<file path="src/rtl/psum_cmd_dispatcher.sv">
// Request buffer in front of the hybrid DRAM/IMC controller: queues compute-array
// requests, issues them one per cycle, and turns returned read data into a response strobe.
module psum_cmd_dispatcher #(
  parameter int ADDR_WIDTH = 16,
  parameter int DATA_WIDTH = 8,
  parameter int ACC_WIDTH  = 16,
  parameter int FIFO_DEPTH = 4
) (
  input  logic                  clk,
  input  logic                  rst_n,
  input  logic                  req_valid,
  output logic                  req_ready,
  input  logic                  req_type,
  input  logic                  req_accum,
  input  logic [ADDR_WIDTH-1:0] req_addr,
  input  logic [ACC_WIDTH-1:0]  req_data,
  input  logic                  issue_en,
  output logic                  cmd_valid,
  output logic                  cmd_type,
  output logic [ADDR_WIDTH-1:0] cmd_addr,
  output logic [ACC_WIDTH-1:0]  write_data,
  output logic                  accumulate_en,
  input  logic [DATA_WIDTH-1:0] read_data,
  output logic                  rsp_valid,
  output logic [DATA_WIDTH-1:0] rsp_data,
  output logic [15:0]           cmd_count,
  output logic                  idle
);
  localparam int PTR_W   = $clog2(FIFO_DEPTH);
  localparam int ENTRY_W = 2 + ADDR_WIDTH + ACC_WIDTH;
  localparam logic [PTR_W:0] FULL_CNT = (PTR_W + 1)'(FIFO_DEPTH);

  logic [ENTRY_W-1:0]    fifo_mem [FIFO_DEPTH];
  logic [PTR_W-1:0]      wr_ptr_reg;
  logic [PTR_W-1:0]      rd_ptr_reg;
  logic [PTR_W:0]        fill_cnt_reg;
  logic [1:0]            rd_pipe_reg;
  logic                  fifo_empty;
  logic                  fifo_full;
  logic                  push;
  logic                  pop;
  logic                  head_type;
  logic                  head_accum;
  logic [ADDR_WIDTH-1:0] head_addr;
  logic [ACC_WIDTH-1:0]  head_data;

  assign fifo_empty = (fill_cnt_reg == '0);
  assign fifo_full  = (fill_cnt_reg == FULL_CNT);
  // Ready comes from pre-edge occupancy, so a full FIFO refuses a push even while popping.
  assign req_ready  = !fifo_full;
  assign push       = req_valid && !fifo_full;
  assign pop        = issue_en && !fifo_empty;
  assign {head_type, head_accum, head_addr, head_data} = fifo_mem[rd_ptr_reg];

  // Accumulate is meaningless on a read, so it is cleared before storage.
  always_ff @(posedge clk) begin
    if (push) begin
      fifo_mem[wr_ptr_reg] <= {req_type, req_accum & req_type, req_addr, req_data};
    end
  end

  always_ff @(posedge clk or negedge rst_n) begin
    if (!rst_n) begin
      wr_ptr_reg   <= '0;
      rd_ptr_reg   <= '0;
      fill_cnt_reg <= '0;
    end else begin
      if (push) wr_ptr_reg <= wr_ptr_reg + 1'b1;
      if (pop)  rd_ptr_reg <= rd_ptr_reg + 1'b1;
      if (push && !pop) begin
        fill_cnt_reg <= fill_cnt_reg + 1'b1;
      end else if (pop && !push) begin
        fill_cnt_reg <= fill_cnt_reg - 1'b1;
      end
    end
  end

  // Command fields hold their last values while cmd_valid is low.
  always_ff @(posedge clk or negedge rst_n) begin
    if (!rst_n) begin
      cmd_valid     <= 1'b0;
      cmd_type      <= 1'b0;
      cmd_addr      <= '0;
      write_data    <= '0;
      accumulate_en <= 1'b0;
      cmd_count     <= '0;
    end else begin
      cmd_valid <= pop;
      cmd_count <= cmd_count + 16'(cmd_valid);
      if (pop) begin
        cmd_type      <= head_type;
        cmd_addr      <= head_addr;
        write_data    <= head_data;
        accumulate_en <= head_accum;
      end
    end
  end

  // Controller returns read data one cycle after the command; read_valid is not trustworthy.
  always_ff @(posedge clk or negedge rst_n) begin
    if (!rst_n) begin
      rd_pipe_reg <= 2'b00;
      rsp_valid   <= 1'b0;
      rsp_data    <= '0;
    end else begin
      rd_pipe_reg <= {rd_pipe_reg[0], pop && !head_type};
      rsp_valid   <= rd_pipe_reg[1];
      if (rd_pipe_reg[1]) rsp_data <= read_data;
    end
  end

  assign idle = fifo_empty && !cmd_valid && !rd_pipe_reg[0] && !rd_pipe_reg[1];
endmodule

</file>
<file path="config.mk">
export PLATFORM = sky130hd
export DESIGN_NAME = psum_cmd_dispatcher
export DESIGN_NICKNAME = d
export VERILOG_FILES = /design/src/rtl/psum_cmd_dispatcher.sv
export SDC_FILE = /design/constraint.sdc
export NUM_CORES = 1
export LEC_CHECK = 0
export CORE_UTILIZATION = 67
export DETAILED_ROUTE_END_ITERATION = 6
export DONT_BUFFER_PORTS = 1
export GPL_ROUTABILITY_DRIVEN = 0
export PLACE_DENSITY = 0.82
export SLEW_MARGIN = 25
export SYNTH_ARGS = -nofsm -noshare
export SYNTH_HDL_FRONTEND = slang
export SYNTH_SLANG_ARGS = --single-unit
</file>
<file path="constraint.sdc">
create_clock -name clk -period 6.3 [get_ports clk]
set_input_delay 0.945 -clock clk [delete_from_list [all_inputs] [get_ports clk]]
set_output_delay 0.945 -clock clk [all_outputs]
set_load 0.02 [all_outputs]
</file>
* Word-level counts from Yosys, hierarchy flattened
Memory sizes are Yosys's and may differ from the RTL's.
Index checks and enable logic that the tools add are counted.
** Word-level totals
- Register bits after elaboration :: 69
- Latch bits :: 0
- Memory bits (writable) :: 136
- Bits in read-only memories :: 0
- Logic and storage cells :: 42
- Memories kept :: 1
** Memory list
- fifo_mem :: depth 4, bits a word 34, rd ports 1, clocked after Yosys merged registers in 0, wr ports 1, RTL line 33 : logic [ENTRY_W-1:0] fifo_mem [FIFO_DEPTH];
** Cells by class
- Add/subtract/negate cells :: 5
- Multiply operators :: 0
- Divide/modulo/power cells :: 0
- Magnitude comparators :: 0
- Equality and inequality tests :: 1
- Shifts and indexed selects :: 0
- Multiplexer cells :: 4
- Bitwise operators :: 1
- Reductions and logical operators :: 18
** Operator list (count)
- 16-bit by 1-bit adder with 16-bit output :: 1
- 1-bit logical AND :: 8
- 1-bit zero test :: 8
- 3-bit 2-to-1 mux :: 2
- 2-bit by 1-bit adder with 2-bit output, second input constant :: 2
- 3-bit by 1-bit adder with 3-bit output, second input constant :: 1
- 3-bit equality test, second input constant :: 1
- 3-bit zero test :: 1
- 3-bit by 1-bit subtractor with 3-bit output, second input constant :: 1
- 1-bit 2-to-1 mux :: 2
- 2-bit nonzero test :: 1
- 1-bit AND :: 1

* Depth between registers and ports, before layout
Gate-level depths: netlist of the first run.
- Depth in word-level cells :: 7
- Mapped depth :: 8

* Worst setup path after synthesis of the first run
No wires, ideal clock.
- Path kind :: input to register
- Start point :: input port req_valid
- End point :: memory fifo_mem[0][0] (netlist name) (enable)
- Library setup time :: 0.394 ns
- Data arrival time :: 2.202 ns
- Data required time :: 5.906 ns
- Slack :: 3.704 ns
- Stages on the path :: 2
- Buffers on the path :: 0
- Cells stage by stage :: a21boi_1 and2_1
** On the way
- Cells in the longest elaborated chain, start to end :: 3
** RTL lines
- start: declaration :: RTL line 11 : input logic req_valid,
- 1-bit logical AND :: RTL line 51 : assign push = req_valid && !fifo_full;
- 1-bit 2-to-1 mux :: RTL line 57 : if (push) begin
- 1-bit 2-to-1 mux (not written as such) :: RTL line 58 : fifo_mem[wr_ptr_reg] <= {req_type, req_accum & req_type, req_addr, req_data};
- end: declaration :: RTL line 33
No other way between the ends.

* Worst setup path after layout of the first run
- Start point :: register fill_cnt_reg[0]
- End point :: output port idle
** On the way
- Cells in the longest elaborated chain, start to end :: 4
** RTL lines
- start: declaration :: RTL line 36 : logic [PTR_W:0] fill_cnt_reg;
- start signal: assignment :: RTL line 71 : fill_cnt_reg <= fill_cnt_reg + 1'b1;
- start signal: assignment :: RTL line 73 : fill_cnt_reg <= fill_cnt_reg - 1'b1;
- 3-bit zero test :: RTL line 47 : assign fifo_empty = (fill_cnt_reg == '0);
- 1-bit logical AND (3 in series) :: RTL line 112 : assign idle = fifo_empty && !cmd_valid && !rd_pipe_reg[0] && !rd_pipe_reg[1];
- end: declaration :: RTL line 27 : output logic idle
No other way between the ends.

==> metrics.md, run 1 <==
| Metric | Value |
|---|---|
| Status | `finished, final reports clean` |
| Die height | `roughly 110 µm` |
| Cells after synthesis | `between 300 and 400` |
| Total power density per cell area | `517 nW/µm²` |
| Worst EP arrival | `2.01 ns` |
| Combinational Power Share | `0.195` |
| DPL Wire Length | `around 7300 µm` |
| Layout cells sized above 1 | `0.295` |
| Fmax | `between 300 and 400 MHz` |
| DR WL/cell | `~23 µm` |
| 1st-pass router iterations | `4` |
| Period utilisation layout | `0.469` |
| Post-route setup TNS | `0 ns` |
| Top reg by flops | `fifo_mem` |
| Ant diodes | `0` |
| Pins Over Slew Limit | `0` |
| Worst R2R Path Depth | `3` |
| CTS sink cnt | `around 200` |
| Net Sw Power | `around 1.3 mW` |
| Via/cell ratio | `about 6.3` |
| CP max stage delay | `0.69 ns` |
| Net Sw Frac | `0.291` |
| Placed Cells | `between 400 and 500` |
| Total CTS buffers | `20` |
| Final std cells w/o fill | `~530` |
| Clock network power share | `0.284` |
| Mapped Area | `about 7900 µm²` |
| Synth Net Count | `420` |
| Setup Viol. Count Final | `0` |
| Nets@finish | `~430` |
| Synth Warn # | `0` |
| Total power | `4.46 mW` |
| Rows | `39` |
| Internal power | `~3.2 mW` |
| CP Capture Type | `output port` |
| Leakage power | `roughly 3.2 nW` |
| Setup Crit Path Kind | `flip-flop to output port` |
| Most frequent cells in the layout | `edfxtp_1, dfrtp_1, mux4_2, mux2_4, clkbuf_16` |
| Yosys cell types | `28` |
| Clock root buffer | `clkbuf_16` |
| Max_slew headroom | `0.403` |
| Max cap viols | `0` |
| Crit path time final | `about 3.0 ns` |
| Port bufs | `0` |
| Sequential fraction of the synthesis area | `0.740` |
| Commonest non-fill, non-tap cell in the layout | `edfxtp_1` |
| Crit path max fanout | `4` |
| DRC errors left | `0` |
| Core region area | `roughly 11000 µm²` |
| PostCTS Resize Cnt | `0` |
| Vias | `~3.3k` |
| Type of origin of the critical path | `flip-flop` |
| DR iter-0 viols | `~280` |
| CTS max path bufs | `3` |
| Yosys top cell by area | `edfxtp_1` |
| Remaining Overflow, GRT | `0` |
| Cells along the critical path | `or3_4, nor4_1` |
| Worst-Skew Late Latency | `approximately 0.48 ns` |
| Antenna violations before repair | `0` |
| Worst-margin pin slew | `0.888 ns` |
| Final Hold Fails | `0` |
| Final Util | `0.756` |
| Wirelength, routed | `12500 µm` |
| Post-CTS Setup Bufs | `0` |
| Clk_skew | `0.0131 ns` |
| Area share of the largest cell type after synthesis | `0.520` |
| Synth Register Bits | `a little over 200` |
| Cts hold-fix bufs | `0` |
| CP max stage cell | `nor4_1` |
| Min-delay worst type | `input port to async pin` |
| Gr usage total | `0.217` |
| RSZ-0062 raised after global routing | `no` |
| TritonCTS clock tree | `yes` |
| Setup slack after layout | `around 3.3 ns` |
| CTS clk-pin slew, worst paths | `approximately 0.060 ns` |
| Largest net degree at the start of global routing | `70` |
| Max reg flops | `136` |
| Routed Antenna Nets | `0` |
| Area grow syn2layout | `9.85%` |
| Htree depth | `1` |
| First-pass GRT wire length | `roughly 19000 µm` |
| Sequential power share | `0.521` |
| Area contributors post-synth | `edfxtp_1, dfrtp_1, mux4_2` |
| Number of global-route vias before repair | `3523` |
| Critical path data required time | `5.35 ns` |
| Full die area | `roughly 12000 µm²` |
| DIE WIDTH | `110 µm` |
| Max rail drop VDD | `roughly 380 µV` |
| Io pins | `between 100 and 150` |
| Pre-CTS WS | `3.64 ns` |
| Initial Utilization | `0.688` |
| Syn_area_per_cell | `roughly 21 µm²` |
## stage by stage
stage / hold slack (ns) / cell area, µm²
finish: 0.164 / 8630
global placement: 0.373 / 7910
floorplan: 0.352 / 7850
detailed placement: 0.388 / 7910
CTS: 0.139 / 8630
global route: 0.134 / 8630
## power groups by stage
stage	Sequential (mW)	Clock [mW]	Combinational (mW)
global placement	2.33	0	0.853
CTS	2.33	1.29	0.889
finish	2.32	1.27	0.869
global route	2.38	1.34	0.941
detailed placement	2.35	0	0.879
floorplan	2.20	0	0.852
## cells in the mapped netlist
master      n
fa_1        1
nand4_2     1
a21boi_1    1
mux2_4     27
mux4_2     29
nor3_1      4
xnor2_1     6
buf_2       3
nor2_1      6
mux2_2     17
inv_6       1
clkbuf_1    2
and2_1      5
and3_1      1
dfrtp_1    69
or3_4       1
nand3_1     5
nand2_1     4
edfxtp_1  136
inv_1       4
mux4_1      5
buf_6       3
nand4_1     5
xor2_1     14
ha_1        7
nand2_4     1
nor4_1      4
buf_12      4
## critical path, delay by kind of cell, from the launching register on
kind	cells	cell delay [ns]
AND/OR/NAND/NOR	2	1.11
flip-flops	1	0.43
## layout make-up
| type | count | area [µm²] |
|---|---|---|
| clock buffer | 25 | 529 |
| clock inverter | 10 | 186 |
| sequential | 205 | 5810 |
| tap | 143 | 179 |
| timing repair buffer | 1 | 7.51 |
| multi-input combinational | 144 | 1890 |
| inverter | 5 | 23.8 |
| fill | 625 | 2790 |
## per-layer routing
metal | part of all wire | up-vias | GRT usage
met3 | 0.070 | 18 | 0.0576
met5 | 0 | - | 0
met4 | 0.017 | 0 | 0.0658
li1 | - | 1456 | -
met1 | 0.39 | 1744 | 0.274
met2 | 0.53 | 125 | 0.370
## cell families after synthesis
logic type               share of synthesized area
AND/OR/NAND/NOR                             0.0269
XOR/XNOR                                    0.0223
multiplexers                                 0.176
buffers and inverters                       0.0204
AO/OA/AOI/OAI                             0.000956
adder cells (fa/ha/maj)                     0.0137
flip-flops                                   0.740
## final timing paths
kind / end / startpoint / slack, ns
setup / recovery: idle / fill_cnt_reg[0]$_DFFE_PN0P_ / 3.35
hold / removal: write_data[2]$_DFFE_PN0P_ / rst_n / 0.16
setup reg to reg: fifo_mem[1][14]$_DFFE_PP_ / fill_cnt_reg[0]$_DFFE_PN0P_ / 4.10
hold reg to reg: rd_pipe_reg[1]$_DFF_PN0_ / rd_pipe_reg[0]$_DFF_PN0_ / 0.40
max in group asynchronous: rd_ptr_reg[0]$_DFFE_PN0P_ / rst_n / 6.00
min in group clk: rd_pipe_reg[1]$_DFF_PN0_ / rd_pipe_reg[0]$_DFF_PN0_ / 0.40
Note: power is estimated with default switching activity, not from simulation.
==> run 2: changes to the inputs <==
- CORE_UTILIZATION: 67 -> 56
- PLACE_DENSITY: 0.82 -> 0.73
- clock period: 6.3 -> 2.38 ns (I/O delays scaled with it)
==> run 2 against run 1 <==
Against the previous run: via count increased by 5.2%; wire length is 2.5% higher; non-clock buffer count grew 49; worst setup slack worse by 3.1 ns; worst hold slack got worse by 0.14 ns; clock skew hardly changed; power rose to 2.6 times the previous value; sequential share of layout area is 3.7 points lower; register-to-register slack got worse by 3.8 ns; count of clock-buffer cells in the layout is 7 higher; critical path depth grew 1.
==> metrics.md, run 2 (same netlist as run 1, synthesis figures left out) <==
| Metric | Value |
|---|---|
| Commonest non-fill, non-tap cell in the layout | `edfxtp_1` |
| Pins Over Slew Limit | `0` |
| DPL Wire Length | `roughly 7800 µm` |
| Clk_skew | `0.0128 ns` |
| Top reg by flops | `fifo_mem` |
| Worst-margin pin slew | `between 0.5 and 0.6 ns` |
| Area grow syn2layout | `16.2%` |
| Clock root buffer | `clkbuf_16` |
| Port bufs | `0` |
| PostCTS Resize Cnt | `0` |
| DR WL/cell | `~21 µm` |
| Final Cell Area | `about 9100 µm²` |
| Initial Utilization | `0.584` |
| Setup slack after layout | `0.270 ns` |
| Routed Antenna Nets | `0` |
| Max cap viols | `0` |
| CTS sink cnt | `roughly 210` |
| First-pass GRT wire length | `20700 µm` |
| Type of origin of the critical path | `flip-flop` |
| Htree depth | `1` |
| Via/cell ratio | `around 5.7` |
| Clock network power share | `0.258` |
| Worst-Skew Late Latency | `~0.49 ns` |
| Io pins | `~110` |
| Sequential power share | `0.514` |
| CP Capture Type | `output port` |
| Combinational Power Share | `0.228` |
| CTS clk-pin slew, worst paths | `0.06 ns` |
| Crit path max fanout | `4` |
| Layout cells sized above 1 | `0.290` |
| 1st-pass router iterations | `4` |
| Setup Viol. Count Final | `0` |
| Most frequent cells in the layout | `edfxtp_1, dfrtp_1, dlygate4sd3_1, mux4_2, mux2_4` |
| CTS max path bufs | `3` |
| DRC errors left | `0` |
| Worst Hold Margin | `0.0257 ns` |
| Status | `finished, final reports clean` |
| Max_slew headroom | `0.656` |
| Final Util | `0.679` |
| Critical path data required time | `2.02 ns` |
| Max reg flops | `between 100 and 150` |
| Total CTS buffers | `21` |
| RSZ-0062 raised after global routing | `no` |
| Crit path time final | `between 2 and 2.5 ns` |
| Antenna violations before repair | `1` |
| Wirelength, routed | `~13000 µm` |
| Min-delay worst type | `input port to flip-flop` |
| Net Sw Frac | `0.299` |
| Worst EP arrival | `1.75 ns` |
| Vias | `approximately 3.5k` |
| Post-route setup TNS | `0 ns` |
| Number of global-route vias before repair | `3886` |
| Rows | `42` |
| Placed cell areas | `approximately 8000 µm²` |
| Fmax | `~470 MHz` |
| Remaining Overflow, GRT | `0` |
| DR iter-0 viols | `around 130` |
| Setup Crit Path Kind | `flip-flop to output port` |
| Period utilisation layout | `0.886` |
| Die height | `roughly 120 µm` |
| Total power density per cell area | `approximately 1300 nW/µm²` |
| Internal power | `8.21 mW` |
| Final Hold Fails | `0` |
| TritonCTS clock tree | `yes` |
| Pre-CTS WS | `around 0.27 ns` |
| Net Sw Power | `about 3.5 mW` |
| DIE WIDTH | `roughly 120 µm` |
| Gr usage total | `0.189` |
| Nets@finish | `slightly below 500` |
| Full die area | `between 10000 and 15000 µm²` |
| Largest net degree at the start of global routing | `70` |
| Max rail drop VDD | `roughly 730 µV` |
| Leakage power | `3.43 nW` |
| Core region area | `between 10000 and 15000 µm²` |
==> run 2: critical path, cell delays in order, from the launching register on <==
cell     delay, ns
dfrtp_1       0.44
or3_4         0.43
nor4_1        0.21
buf_4         0.20
==> run 2: per-layer routing <==
| layer | vias to the layer above | part of all wire | global-route usage | wire (µm) |
|---|---|---|---|---|
| met5 | - | 0 | 0 | 0 |
| met4 | 0 | 0.018 | 0.0463 | 230 |
| met3 | 21 | 0.075 | 0.0585 | 964 |
| met2 | 113 | 0.50 | 0.324 | 6450 |
| met1 | 1824 | 0.40 | 0.236 | 5190 |
| li1 | 1559 | - | - | - |
==> run 2: stage by stage <==
stage / instances / total power [mW]
floorplan: 366 / 8.07
global placement: 544 / 8.62
detailed placement: 544 / 8.75
CTS: 617 / 11.9
global route: 618 / 12.3
finish: 619 / 11.7
==> run 2: final timing paths <==
check / to / cells past startpoint / slack, ns / startpoint
setup / recovery: idle / 3 / 0.27 / fill_cnt_reg[0]$_DFFE_PN0P_
hold / removal: rsp_data[4]$_DFFE_PN0P_ / 1 / 0.03 / read_data[4]
setup reg to reg: fill_cnt_reg[2]$_DFFE_PN0P_ / 8 / 0.29 / fill_cnt_reg[0]$_DFFE_PN0P_
hold reg to reg: rd_pipe_reg[1]$_DFF_PN0_ / 0 / 0.38 / rd_pipe_reg[0]$_DFF_PN0_
max in group asynchronous: rd_ptr_reg[1]$_DFFE_PN0P_ / 2 / 1.64 / rst_n
min in group asynchronous: write_data[7]$_DFFE_PN0P_ / 2 / 0.40 / rst_n
==> run 2: timing repair <==
item                      in CTS  in global routing
hold buffers                  35                  1
buffers inserted               0                  0
hold endpoints to repair     201                  1
==> run 2: power groups by stage <==
stage,sequential [mW],clock [mW],combinational [mW]
floorplan,5.82,0,2.26
global placement,6.05,0,2.57
detailed placement,6.11,0,2.64
CTS,6.04,3.09,2.74
global route,6.14,3.24,2.90
finish,6.01,3.02,2.67
==> run 2: final cells by class <==
cell class,instances,area (µm²)
Sequential cell,205,5810
Fill cell,886,4320
Multi-Input combinational cell,144,1890
Clock buffer,32,617
Timing Repair Buffer,50,533
Tap cell,176,220
Clock inverter,6,31.3
Inverter,5,23.8
Antenna cell,1,2.50
